[config.mk]
export PLATFORM = sky130hd
export DESIGN_NAME = alu_operand_collector
export DESIGN_NICKNAME = d
export VERILOG_FILES = /design/src/rtl/alu_pkg.sv /design/src/rtl/alu_cmd_decode.sv /design/src/rtl/alu_operand_collector.sv
export SDC_FILE = /design/constraint.sdc
export NUM_CORES = 1
export LEC_CHECK = 0
export BUFFER_PORTS_ARGS = -buffer_cell sky130_fd_sc_hd__buf_2
export CORE_MARGIN = 2
export CORE_UTILIZATION = 58
export DETAILED_ROUTE_END_ITERATION = 10
export GPL_TIMING_DRIVEN = 1
export PLACE_DENSITY = 0.84
export SYNTH_ARGS = -nofsm -noshare
export SYNTH_HDL_FRONTEND = slang
export SYNTH_SLANG_ARGS = --single-unit
[constraint.sdc]
create_clock -name clk -period 4.1 [get_ports clk]
set_input_delay 0 -clock clk [delete_from_list [all_inputs] [get_ports clk]]
set_output_delay 0 -clock clk [all_outputs]
set_load 0.03 [all_outputs]
[src/rtl/alu_pkg.sv]
// Shared definitions for the ALU front end: default widths, collector states,
// command codes for both modes and the operand-need classification.
package alu_pkg;

    localparam int DEFAULT_DATA_WIDTH = 8;
    localparam int DEFAULT_CMD_WIDTH  = 4;
    localparam int DEFAULT_TIMEOUT    = 16;

    typedef enum logic {
        IDLE = 1'b0,
        WAIT = 1'b1
    } state_e;

    typedef enum logic [1:0] {
        NEED_A  = 2'd0,
        NEED_B  = 2'd1,
        NEED_AB = 2'd2,
        ILLEGAL = 2'd3
    } need_e;

    // Arithmetic mode (mode = 1)
    localparam int unsigned ARITH_ADD     = 0;
    localparam int unsigned ARITH_SUB     = 1;
    localparam int unsigned ARITH_ADD_CIN = 2;
    localparam int unsigned ARITH_SUB_CIN = 3;
    localparam int unsigned ARITH_INC_A   = 4;
    localparam int unsigned ARITH_DEC_A   = 5;
    localparam int unsigned ARITH_INC_B   = 6;
    localparam int unsigned ARITH_DEC_B   = 7;
    localparam int unsigned ARITH_CMP     = 8;
    localparam int unsigned ARITH_INC_MUL = 9;
    localparam int unsigned ARITH_SHL_MUL = 10;

    // Logical mode (mode = 0)
    localparam int unsigned LOG_AND     = 0;
    localparam int unsigned LOG_NAND    = 1;
    localparam int unsigned LOG_OR      = 2;
    localparam int unsigned LOG_NOR     = 3;
    localparam int unsigned LOG_XOR     = 4;
    localparam int unsigned LOG_XNOR    = 5;
    localparam int unsigned LOG_NOT_A   = 6;
    localparam int unsigned LOG_NOT_B   = 7;
    localparam int unsigned LOG_SHR1_A  = 8;
    localparam int unsigned LOG_SHL1_A  = 9;
    localparam int unsigned LOG_SHR1_B  = 10;
    localparam int unsigned LOG_SHL1_B  = 11;
    localparam int unsigned LOG_ROL_A_B = 12;
    localparam int unsigned LOG_ROR_A_B = 13;

endpackage

[src/rtl/alu_cmd_decode.sv]
// Classifies mode/cmd into the operand set the operation consumes.
// Purely combinational; no latency, no backpressure.
module alu_cmd_decode
    import alu_pkg::*;
#(
    parameter int CMD_WIDTH = DEFAULT_CMD_WIDTH
) (
    input  logic                 mode,
    input  logic [CMD_WIDTH-1:0] cmd,
    output need_e                need
);

    logic [31:0] code;
    assign code = 32'(cmd);

    always_comb begin
        need = ILLEGAL;
        if (mode) begin
            case (code)
                ARITH_ADD, ARITH_SUB, ARITH_ADD_CIN, ARITH_SUB_CIN,
                ARITH_CMP, ARITH_INC_MUL, ARITH_SHL_MUL: need = NEED_AB;
                ARITH_INC_A, ARITH_DEC_A:                need = NEED_A;
                ARITH_INC_B, ARITH_DEC_B:                need = NEED_B;
                default:                                 need = ILLEGAL;
            endcase
        end else begin
            case (code)
                LOG_AND, LOG_NAND, LOG_OR, LOG_NOR, LOG_XOR, LOG_XNOR,
                LOG_ROL_A_B, LOG_ROR_A_B:                need = NEED_AB;
                LOG_NOT_A, LOG_SHR1_A, LOG_SHL1_A:       need = NEED_A;
                LOG_NOT_B, LOG_SHR1_B, LOG_SHL1_B:       need = NEED_B;
                default:                                 need = ILLEGAL;
            endcase
        end
    end

endmodule

[src/rtl/alu_operand_collector.sv]
// Collects operands arriving in different cycles and issues one complete ALU op.
// Latency 1 cycle from completing input to issue_valid/err; ce=0 freezes state.
module alu_operand_collector
    import alu_pkg::*;
#(
    parameter int DATA_WIDTH = DEFAULT_DATA_WIDTH,
    parameter int CMD_WIDTH  = DEFAULT_CMD_WIDTH,
    parameter int TIMEOUT    = DEFAULT_TIMEOUT,
    parameter int CNT_WIDTH  = $clog2(TIMEOUT + 1)
) (
    input  logic                  clk,
    input  logic                  rst,
    input  logic                  ce,
    input  logic                  mode,
    input  logic [CMD_WIDTH-1:0]  cmd,
    input  logic                  cin,
    input  logic [1:0]            inp_valid,
    input  logic [DATA_WIDTH-1:0] opa,
    input  logic [DATA_WIDTH-1:0] opb,
    output logic                  issue_valid,
    output logic [DATA_WIDTH-1:0] issue_opa,
    output logic [DATA_WIDTH-1:0] issue_opb,
    output logic [CMD_WIDTH-1:0]  issue_cmd,
    output logic                  issue_mode,
    output logic                  issue_cin,
    output logic                  busy,
    output logic                  err,
    output logic [CNT_WIDTH-1:0]  wait_cnt
);

    need_e need;

    alu_cmd_decode #(.CMD_WIDTH(CMD_WIDTH)) u_decode (
        .mode (mode),
        .cmd  (cmd),
        .need (need)
    );

    state_e                state_q, state_d;
    logic [1:0]            have_q, have_d;
    logic [DATA_WIDTH-1:0] col_opa_q, col_opa_d, col_opb_q, col_opb_d;
    logic [CMD_WIDTH-1:0]  col_cmd_q, col_cmd_d;
    logic                  col_mode_q, col_mode_d, col_cin_q, col_cin_d;
    logic [CNT_WIDTH-1:0]  wait_cnt_q, wait_cnt_d;
    logic                  issue_valid_q, issue_valid_d, err_q, err_d;
    logic [DATA_WIDTH-1:0] issue_opa_q, issue_opa_d, issue_opb_q, issue_opb_d;
    logic [CMD_WIDTH-1:0]  issue_cmd_q, issue_cmd_d;
    logic                  issue_mode_q, issue_mode_d, issue_cin_q, issue_cin_d;

    always_comb begin
        state_d       = state_q;
        have_d        = have_q;
        col_opa_d     = col_opa_q;
        col_opb_d     = col_opb_q;
        col_cmd_d     = col_cmd_q;
        col_mode_d    = col_mode_q;
        col_cin_d     = col_cin_q;
        wait_cnt_d    = wait_cnt_q;
        issue_valid_d = 1'b0;
        err_d         = 1'b0;
        issue_opa_d   = issue_opa_q;
        issue_opb_d   = issue_opb_q;
        issue_cmd_d   = issue_cmd_q;
        issue_mode_d  = issue_mode_q;
        issue_cin_d   = issue_cin_q;

        if (ce) begin
            case (state_q)
                IDLE: begin
                    if (inp_valid != 2'b00) begin
                        // Complete requests issue directly; an operand not supplied reads as zero.
                        if ((need == ILLEGAL) ||
                            (need == NEED_A && !inp_valid[0]) ||
                            (need == NEED_B && !inp_valid[1])) begin
                            err_d = 1'b1;
                        end else if (need != NEED_AB || inp_valid == 2'b11) begin
                            issue_valid_d = 1'b1;
                            issue_opa_d   = inp_valid[0] ? opa : '0;
                            issue_opb_d   = inp_valid[1] ? opb : '0;
                            issue_cmd_d   = cmd;
                            issue_mode_d  = mode;
                            issue_cin_d   = cin;
                        end else begin
                            col_opa_d  = opa;
                            col_opb_d  = opb;
                            col_cmd_d  = cmd;
                            col_mode_d = mode;
                            col_cin_d  = cin;
                            have_d     = inp_valid;
                            wait_cnt_d = '0;
                            state_d    = WAIT;
                        end
                    end
                end
                WAIT: begin
                    wait_cnt_d = wait_cnt_q + 1'b1;
                    if (inp_valid[0]) col_opa_d = opa;
                    if (inp_valid[1]) col_opb_d = opb;
                    // Arrival of the missing operand wins over an expiring timeout.
                    if ((inp_valid & ~have_q) != 2'b00) begin
                        issue_valid_d = 1'b1;
                        issue_opa_d   = col_opa_d;
                        issue_opb_d   = col_opb_d;
                        issue_cmd_d   = col_cmd_q;
                        issue_mode_d  = col_mode_q;
                        issue_cin_d   = col_cin_q;
                        have_d        = 2'b00;
                        state_d       = IDLE;
                    end else if (wait_cnt_q == CNT_WIDTH'(TIMEOUT - 1)) begin
                        err_d   = 1'b1;
                        have_d  = 2'b00;
                        state_d = IDLE;
                    end
                end
                default: state_d = IDLE;
            endcase
        end
    end

    always_ff @(posedge clk or negedge rst) begin
        if (!rst) begin
            state_q       <= IDLE;
            have_q        <= 2'b00;
            col_opa_q     <= '0;
            col_opb_q     <= '0;
            col_cmd_q     <= '0;
            col_mode_q    <= 1'b0;
            col_cin_q     <= 1'b0;
            wait_cnt_q    <= '0;
            issue_valid_q <= 1'b0;
            err_q         <= 1'b0;
            issue_opa_q   <= '0;
            issue_opb_q   <= '0;
            issue_cmd_q   <= '0;
            issue_mode_q  <= 1'b0;
            issue_cin_q   <= 1'b0;
        end else begin
            state_q       <= state_d;
            have_q        <= have_d;
            col_opa_q     <= col_opa_d;
            col_opb_q     <= col_opb_d;
            col_cmd_q     <= col_cmd_d;
            col_mode_q    <= col_mode_d;
            col_cin_q     <= col_cin_d;
            wait_cnt_q    <= wait_cnt_d;
            issue_valid_q <= issue_valid_d;
            err_q         <= err_d;
            issue_opa_q   <= issue_opa_d;
            issue_opb_q   <= issue_opb_d;
            issue_cmd_q   <= issue_cmd_d;
            issue_mode_q  <= issue_mode_d;
            issue_cin_q   <= issue_cin_d;
        end
    end

    assign issue_valid = issue_valid_q;
    assign issue_opa   = issue_opa_q;
    assign issue_opb   = issue_opb_q;
    assign issue_cmd   = issue_cmd_q;
    assign issue_mode  = issue_mode_q;
    assign issue_cin   = issue_cin_q;
    assign busy        = (state_q == WAIT);
    assign err         = err_q;
    assign wait_cnt    = wait_cnt_q;

endmodule

==> metrics.md, run 1 <==
| Metric | Value |
|---|---|
| Post-synth top area share | `0.498` |
| Worst setup path class | `flip-flop to flip-flop` |
| Post-CTS resize count | `0` |
| Share of cells above drive strength 1 | `0.436` |
| Max Cap Viol | `0` |
| Fillcell total | `300` |
| Routed length on met2 | `2.73 mm` |
| Worst Tran Pin Value | `688 ps` |
| Period utilization | `0.553` |
| Hold slack | `44.4 ps` |
| Number of flops mapped to enable cells by yosys | `0` |
| DIE WIDTH | `72.4 µm` |
| Reg2Reg Launch Point | `busy` |
| Crit path required time | `~4300 ps` |
| Global-route wire length before repair | `around 9.1 mm` |
| Seq cells post-synth | `54` |
| Worst min path class | `primary input to flip-flop` |
| Total number of vias | `1909` |
| Run status | `finished clean` |
| RePlAce Congestion | `0.770` |
| Total Wirelength | `roughly 5.4 mm` |
| Net count after synthesis | `roughly 240` |
| Post-route setup slack | `1830 ps` |
| Die area | `5240 µm²` |
| Gr ovfl total | `0` |
| Rows | `24` |
| Syn. warnings | `0` |
| Mapped Cells | `208` |
| Post-DRT Antenna Nets | `0` |
| Avg Cell Area, Syn | `13.0 µm²` |
| Number of setup buffers added after CTS | `0` |
| Clk_skew | `2.82 ps` |
| GRT Total Usage | `0.224` |
| Async SR Flop Fraction | `1.00` |
| Crit. End Element | `flip-flop` |
| Largest net degree at the start of global routing | `55` |
| Initial Util | `0.610` |
| DR iter-0 viols | `95` |
| Die height | `around 72 µm` |
| CTS Hold Bufs | `19` |
| Post-Syn Area | `2710 µm²` |
| Slew HR | `0.536` |
| DRT met1 WL | `2.40 mm` |
| Worst-path clk slew | `about 90 ps` |
| Power per cell area | `around 650 nW/µm²` |
| CP startpoint | `busy` |
| Hold Startpoint | `cmd[1]` |
| Reg area | `1350 µm²` |
| DPL Wire Length | `3.58 mm` |
| Max FO, Critical Path | `23` |
| Synth unique cells | `40` |
| Pre-Repair DR Iteration Count | `4` |
| Setup TNS | `0 ps` |
| WHS Path Cells | `2` |
| Most common cell after layout, fill and taps aside | `buf_2` |
| Commonest non-fill, non-tap cells in the layout | `56 x buf_2, 54 x dfrtp_1, 31 x mux2_2` |
| Pins Over Slew Limit | `0` |
| Post-synthesis sequential area ratio | `0.498` |
| Delay of the slowest cell on the worst path | `780 ps` |
| FMAX | `441 MHz` |
| Placed Area | `2980 µm²` |
| Vias in the first global route | `1924` |
| Nets | `310` |
| DP Worst Slack | `1820 ps` |
| R2R depth | `4` |
| Highest routed layer | `met4` |
| RSZ-0062 raised after global routing | `false` |
| Via density | `5.72` |
| Worst VDD drop | `between 0.0004 and 0.0005 V` |
| Hold Crit Endpoint | `col_cmd_q[1]` |
| Top FF cell, synth | `dfrtp_1` |
| PortBufs | `56` |
| R2R setup slack | `1830 ps` |
| Diodes inserted | `0` |
| Area contributors post-synth | `dfrtp_1 50%, mux2_2 13%, mux2_4 11%` |
| Met3 routed WL | `267 µm` |
| CTS tree | `done` |
| WP data arrival | `around 2500 ps` |
| Tot Pwr | `0.00213 W` |
| Area growth syn-to-layout | `21.0%` |
| Worst path slowest cell | `dfrtp_1` |
| Clock Sinks | `54` |
| Max Root-Sink Buffers | `2` |
| Total CTS buffers | `5` |
| Synth area leader | `dfrtp_1` |
| Period minus WS final | `2270 ps` |
| Crit path launch type | `flip-flop` |
| Core ar. | `about 4400 µm²` |
| Clk root buf | `clkbuf_8` |
| LEAKAGE | `1.57 nW` |
| H-Tree Level Count | `2` |
| RR Endpoint | `issue_opb[4]` |
| Skew-Pair Late Insertion Delay | `300 ps` |
| WL per Instance | `16.3 µm` |
| DRC viols | `0` |
| # setup viols final | `0` |
| Io pins | `57` |
| CP Cell Sequence | `inv_1 > a311oi_4 > buf_4 > mux2_2` |
| Initial antenna violation count | `0` |
| Hold Fails Final Rpt | `0` |
| Area of the multi-input gates | `1240 µm²` |
| Design area | `3280 µm²` |
[how the worst max path moves through the flow]
stage                         endpoint  slack (ps)  cells after the start
after floorplan           issue_cmd[3]        2290                      6
after global placement    issue_opb[3]        1910                      4
after detailed placement  issue_opb[4]        1820                      4
after CTS                 issue_opb[4]        1800                      4
after global routing      issue_opb[4]        1680                      4
final                     issue_opb[4]        1830                      4
[Yosys cell counts, types with 3 or more instances]
cell	count
dfrtp_1	54
mux2_2	31
mux2_4	19
a22o_1	16
nand2_1	15
o21ai_0	11
inv_1	8
buf_6	5
nand3_1	4
nor2_1	4
a211oi_1	3
a21oi_1	3
buf_4	3
clkbuf_1	3
o211ai_1	3
[power by group]
part	switching, W	leakage [nW]	internal [W]	total, W
registers	0.000149	0.664	0.000758	0.000907
logic	0.000484	0.846	0.000397	0.000881
clock network	0.000168	0.0575	0.000171	0.000339
[flip-flops by register name, summed over array words and instances (netlist names)]
register	count
col_opa_q	8
issue_cmd	4
issue_opb	8
col_mode_q	1
issue_opa	8
col_cin_q	1
err	1
col_cmd_q	4
have_q	2
busy	1
issue_valid	1
issue_cin	1
col_opb_q	8
wait_cnt	5
issue_mode	1
[cell families after synthesis]
logic type	share of synthesized area
AOI/OAI and AO/OA	0.148
xor gates and xnor gates	0.00323
buffers and inverters	0.0443
adders and majority gates	0.00922
DFF	0.498
muxes	0.238
and+or+nand+nor	0.0595
[layout make-up]
cell class,instances,share of cell area
inverters,8,0.00915
multi-input cells,135,0.378
repair buffers,77,0.148
clock buffers,8,0.0335
flip-flops and latches,54,0.412
well taps,52,0.0198
[layer usage]
layer | vias to the layer above | global-route usage
met1 | 938 | 0.291
li1 | 911 | -
met4 | 0 | 0.0679
met5 | - | 0
met3 | 3 | 0.0500
met2 | 57 | 0.377
[per-stage QoR]
step           std cells   util
4_1_cts              334  0.739
3_3_place_gp         307  0.671
5_1_grt              334  0.739
2_1_floorplan        208      -
3_5_place_dp         307  0.671
6_report             334  0.739
[critical path, delay by kind of cell, from the launching register on]
| family | cells | cell delay (ps) |
|---|---|---|
| DFF | 1 | 780 |
| buffers and inverters | 2 | 730 |
| muxes | 1 | 390 |
| AOI/OAI and AO/OA | 1 | 260 |
(Power assumes the default switching activity.)
==> run 2: changes to the inputs <==
--- a/config.mk
+++ b/config.mk
@@ -7,10 +7,10 @@
 export LEC_CHECK = 0
 export BUFFER_PORTS_ARGS = -buffer_cell sky130_fd_sc_hd__buf_2
 export CORE_MARGIN = 2
-export CORE_UTILIZATION = 58
+export CORE_UTILIZATION = 54
 export DETAILED_ROUTE_END_ITERATION = 10
 export GPL_TIMING_DRIVEN = 1
-export PLACE_DENSITY = 0.84
+export PLACE_DENSITY = 0.79
 export SYNTH_ARGS = -nofsm -noshare
 export SYNTH_HDL_FRONTEND = slang
 export SYNTH_SLANG_ARGS = --single-unit
==> constraint.sdc (replaced) <==
create_clock -name clk -period 2.2 [get_ports clk]
set_input_delay 0 -clock clk [delete_from_list [all_inputs] [get_ports clk]]
set_output_delay 0 -clock clk [all_outputs]
set_load 0.03 [all_outputs]
==> run 2 against run 1 <==
Worst setup slack worse by 1800 ps. Sequential cell count unchanged. Largest cell class unchanged. Highest routed layer unchanged. Total power up 88%.
==> metrics.md, run 2 (synthesis gave the netlist of run 1 again) <==
| Metric | Value |
|---|---|
| Pre-Repair DR Iteration Count | `4` |
| CP Cell Sequence | `dlygate4sd3_1 > buf_2 > o211a_1 > o21ba_4 > o2111ai_2 > a311oi_4 > buf_4 > mux2_4` |
| Hold Fails Final Rpt | `0` |
| Slew HR | `0.539` |
| Crit path required time | `2400 ps` |
| Post-DRT Antenna Nets | `0` |
| LEAKAGE | `1.58 nW` |
| Most common cell after layout, fill and taps aside | `buf_2` |
| Vias in the first global route | `1841` |
| Via density | `between 5 and 6` |
| Area growth syn-to-layout | `22.6%` |
| WP data arrival | `2330 ps` |
| DPL Wire Length | `3.68 mm` |
| Core ar. | `between 4000 and 5000 µm²` |
| RePlAce Congestion | `0.792` |
| Design area | `3320 µm²` |
| Global-route wire length before repair | `8.61 mm` |
| Initial Util | `0.567` |
| Worst setup path class | `primary input to flip-flop` |
| Diodes inserted | `0` |
| CTS tree | `done` |
| Fillcell total | `365` |
| Worst Tran Pin Value | `684 ps` |
| Hold slack | `20.5 ps` |
| Post-route setup slack | `64.5 ps` |
| Die area | `5610 µm²` |
| Gr ovfl total | `0` |
| WHS Path Cells | `2` |
| Clock Sinks | `54` |
| FMAX | `468 MHz` |
| Reg area | `between 1000 and 1500 µm²` |
| Clk_skew | `8.06 ps` |
| DR iter-0 viols | `103` |
| Worst path slowest cell | `dlygate4sd3_1` |
| DIE WIDTH | `approximately 75 µm` |
| Max FO, Critical Path | `15` |
| Pins Over Slew Limit | `0` |
| Total Wirelength | `5.50 mm` |
| DP Worst Slack | `242 ps` |
| Setup TNS | `0 ps` |
| Io pins | `57` |
| Worst min path class | `primary input to flip-flop` |
| Share of cells above drive strength 1 | `0.439` |
| DRC viols | `0` |
| Initial antenna violation count | `0` |
| Total CTS buffers | `5` |
| Final core utilization | `0.695` |
| Power share of the sequential group | `0.418` |
| Crit path launch type | `primary input` |
| # setup viols final | `0` |
| GRT Total Usage | `0.204` |
| Fraction of power consumed by the clock network | `0.164` |
| R2R depth | `4` |
| Skew-Pair Late Insertion Delay | `310 ps` |
| Die height | `74.9 µm` |
| Number of setup buffers added after CTS | `0` |
| Largest net degree at the start of global routing | `55` |
| P_int | `0.00251 W` |
| Clk root buf | `clkbuf_8` |
| Combinational share of power | `0.419` |
| Placed Area | `3020 µm²` |
| Nets | `313` |
| Commonest non-fill, non-tap cells in the layout | `56 x buf_2, 54 x dfrtp_1, 31 x mux2_2` |
| Area of the multi-input gates | `1240 µm²` |
| Crit. End Element | `flip-flop` |
| Post-CTS resize count | `0` |
| Period utilization | `0.971` |
| Worst VDD drop | `0.000664 V` |
| Run status | `finished clean` |
| Worst-path clk slew | `90 ps` |
| Max Root-Sink Buffers | `2` |
| Rows | `25` |
| Max Cap Viol | `0` |
| WL per Instance | `15.6 µm` |
| Total number of vias | `1915` |
| H-Tree Level Count | `2` |
| Period minus WS final | `around 2100 ps` |
| RSZ-0062 raised after global routing | `false` |
| Switching Share | `0.373` |
| Delay of the slowest cell on the worst path | `530 ps` |
| Switching Power | `~0.0015 W` |
| Power per cell area | `1200 nW/µm²` |
| PortBufs | `56` |
## run 2: cell types whose count changed in the layout (fill, tap and decap cells not counted)
cell / change
clkbuf_1: +1
buf_4: +3
clkinvlp_4: +1
clkbuf_8: -3
bufinv_16: +1
## run 2: repair_timing
item	in CTS	in global routing
hold buffers	19	0
endpoints found under the hold margin	72	0
setup endpoints to repair	0	0
## run 2: power by group through the flow
stage	Clock (W)	Sequential [W]	Combinational, W
3_3_place_gp	0	0.00167	0.00162
6_report	0.000656	0.00167	0.00167
5_1_grt	0.000706	0.00172	0.00179
2_1_floorplan	0	0.00211	0.000775
4_1_cts	0.000669	0.00167	0.00169
3_5_place_dp	0	0.00168	0.00166
## run 2: final timing paths
path | slack, ps | from | endpoint
max | 60 | cmd[0] | issue_opa[5]
min | 20 | cmd[1] | col_cmd_q[1]
max reg2reg | 200 | busy | col_opa_q[0]
min reg2reg | 510 | col_cin_q | col_cin_q
max in group asynchronous | 1430 | rst | issue_cin
min in group asynchronous | 350 | rst | wait_cnt[2]
## run 2: stage by stage
step	std cells	power (W)
4_1_cts	352	0.00403
6_report	352	0.00400
5_1_grt	352	0.00422
2_1_floorplan	208	0.00289
3_3_place_gp	325	0.00329
3_5_place_dp	325	0.00334
## run 2: metal layers
| metal | vias up | routed length [µm] | global-route usage |
|---|---|---|---|
| met1 | 930 | 2570 | 0.273 |
| met5 | - | 0 | 0 |
| li1 | 915 | - | - |
| met2 | 64 | 2590 | 0.335 |
| met4 | 0 | 50 | 0.0496 |
| met3 | 6 | 293 | 0.0509 |
## run 2: critical path: cells and delay by family
| family | cells | cell delay, ps |
|---|---|---|
| AOI/OAI and AO/OA | 4 | 960 |
| buffers and inverters | 3 | 1030 |
| muxes | 1 | 330 |
## run 2: area by class of cell
type,instances,area share
clock buffers,6,0.0218
clock inverters,2,0.0113
inverters,8,0.00903
multi-input cells,135,0.373
flip-flops and latches,54,0.406
well taps,67,0.0252
repair buffers,80,0.153
==> run 3: changes to the inputs <==
--- a/config.mk
+++ b/config.mk
@@ -6,7 +6,7 @@
 export NUM_CORES = 1
 export LEC_CHECK = 0
 export BUFFER_PORTS_ARGS = -buffer_cell sky130_fd_sc_hd__buf_2
-export CORE_MARGIN = 2
+export CORE_MARGIN = 3
 export CORE_UTILIZATION = 54
 export DETAILED_ROUTE_END_ITERATION = 10
 export GPL_TIMING_DRIVEN = 1
==> run 3 against run 2 <==
Core utilization fell by 0.10 points. Register-to-register slack improved by 220 ps. Largest cell class unchanged. Hold slack worse by 8.4 ps. Worst setup slack better by 350 ps. Cell count decreased by 0.57%. Routed wire length shrank 2.5%. Largest power group is now combinational logic. Cell area shrank 0.15%.
==> metrics.md, run 3 (synthesis gave the netlist of run 1 again) <==
| Metric | Value |
|---|---|
| Die area | `5910 µm²` |
| DR iter-0 viols | `89` |
| Die height | `76.9 µm` |
| Clk root buf | `clkbuf_8` |
| Setup TNS | `0 ps` |
| Most common cell after layout, fill and taps aside | `buf_2` |
| WP data arrival | `1970 ps` |
| Reg2Reg Launch Point | `busy` |
| Global-route wire length before repair | `9.17 mm` |
| Initial Util | `0.567` |
| Finished Layout Cells | `350` |
| Initial antenna violation count | `0` |
| Number of setup buffers added after CTS | `0` |
| H-Tree Level Count | `2` |
| Fraction of power consumed by the clock network | `0.163` |
| Met3 routed WL | `241 µm` |
| Max FO, Critical Path | `8` |
| Share of cells above drive strength 1 | `0.438` |
| Highest routed layer | `met4` |
| Commonest non-fill, non-tap cells in the layout | `56 x buf_2, 54 x dfrtp_1, 31 x mux2_2` |
| Clk_skew | `7.72 ps` |
| Area growth syn-to-layout | `22.4%` |
| Crit path launch type | `flip-flop` |
| Period utilization | `0.811` |
| R2R depth | `4` |
| DRC viols | `0` |
| Worst path slowest cell | `dfrtp_1` |
| Worst Tran Pin Value | `708 ps` |
| Power per cell area | `~1200 nW/µm²` |
| Via density | `5.42` |
| # setup viols final | `0` |
| RePlAce Congestion | `0.814` |
| FMAX | `around 560 MHz` |
| Pins Over Slew Limit | `0` |
| Period minus WS final | `1780 ps` |
| Crit. End Element | `flip-flop` |
| Worst min path class | `primary input to flip-flop` |
| Diodes inserted | `0` |
| Core ar. | `4790 µm²` |
| Largest net degree at the start of global routing | `55` |
| Hold Crit Endpoint | `col_cmd_q[0]` |
| Rows | `25` |
| Gr ovfl total | `0` |
| WHS Path Cells | `2` |
| Fillcell total | `around 350` |
| P_int | `between 0.002 and 0.003 W` |
| Inst Count DP | `324` |
| Combinational share of power | `0.422` |
| Routed length on met2 | `2.64 mm` |
| Power share of the sequential group | `0.415` |
| Nets | `~310` |
| CP Cell Sequence | `or3_1 > a221oi_1 > a31oi_2 > mux2_2` |
| Pre-Repair DR Iteration Count | `4` |
| Worst setup path class | `flip-flop to flip-flop` |
| Hold Fails Final Rpt | `0` |
| Post-DRT Antenna Nets | `0` |
| DIE WIDTH | `76.9 µm` |
| LEAKAGE | `1.57 nW` |
| Skew-Pair Late Insertion Delay | `310 ps` |
| Final core utilization | `0.694` |
| WL per Instance | `15.3 µm` |
| Hold Startpoint | `cmd[0]` |
| Worst-path clk slew | `90 ps` |
| Total CTS buffers | `5` |
| Area of the multi-input gates | `1240 µm²` |
| RR Endpoint | `col_opa_q[2]` |
| Total number of vias | `between 1500 and 2000` |
| Worst VDD drop | `0.000767 V` |
| Clock Sinks | `54` |
| CTS tree | `done` |
| Vias in the first global route | `1928` |
| PortBufs | `56` |
| DPL Wire Length | `3.61 mm` |
| Io pins | `57` |
| RSZ-0062 raised after global routing | `false` |
| Run status | `finished clean` |
| Max Cap Viol | `0` |
| DRT met1 WL | `roughly 2.4 mm` |
| Delay of the slowest cell on the worst path | `400 ps` |
| Reg area | `approximately 1400 µm²` |
| Total Wirelength | `~5.4 mm` |
| Switching Power | `0.00148 W` |
| Crit path required time | `roughly 2400 ps` |
| Slew HR | `0.523` |
| GRT Total Usage | `0.193` |
| Switching Share | `0.372` |
| R2R setup slack | `420 ps` |
| Max Root-Sink Buffers | `2` |
-- run 3: routing by layer --
layer	track usage	vias up
li1	-	917
met1	0.254	927
met2	0.324	49
met3	0.0411	5
met4	0.0489	0
met5	0	-
-- run 3: repair_timing --
item | CTS | global route
endpoints found under the hold margin | 71 | 0
gates resized for setup | 0 | 0
hold buffers | 18 | 0
endpoints found under the setup margin | 0 | 0
-- run 3: area by class of cell --
cell class,count,area share
clock inverters,2,0.0113
inverters,8,0.00905
multi-input cells,135,0.374
flip-flops and latches,54,0.407
well taps,67,0.0253
clock buffers,6,0.0219
repair buffers,78,0.152
-- run 3: worst max-delay path, delay by kind of cell (launching register included) --
family / cells / cell delay [ps]
simple gates: 1 / 360
compound gates: 2 / 560
mux: 1 / 350
flops: 1 / 400
-- run 3: worst max path at each step --
stage / startpoint / end / slack, ps / cells past startpoint
6_report: busy / col_opa_q[2] / 420 / 4
5_1_grt: busy / col_opb_q[4] / 300 / 5
4_1_cts: busy / col_opb_q[4] / 410 / 5
3_5_place_dp: cmd[3] / issue_opb[4] / 330 / 7
3_3_place_gp: cmd[3] / issue_opb[3] / 380 / 7
2_1_floorplan: busy / issue_cmd[3] / 390 / 6
-- run 3: through the flow --
step / instance area, µm² / hold WS (ps) / setup slack [ps] / power, W
final: 3320 / 12.2 / 416 / 0.00399
after global routing: 3320 / 21.4 / 304 / 0.00423
after CTS: 3320 / 6.87 / 406 / 0.00403
after detailed placement: 3030 / 160 / 328 / 0.00335
after floorplan: 2710 / -296 / 386 / 0.00289
after global placement: 3030 / 162 / 384 / 0.00329
-- run 3: power by group through the flow --
stage	sequential [W]	clock (W)	combinational [W]
finish	0.00166	0.000652	0.00168
global route	0.00172	0.000710	0.00179
CTS	0.00166	0.000674	0.00170
detailed placement	0.00167	0	0.00168
global placement	0.00166	0	0.00164
floorplan	0.00211	0	0.000775
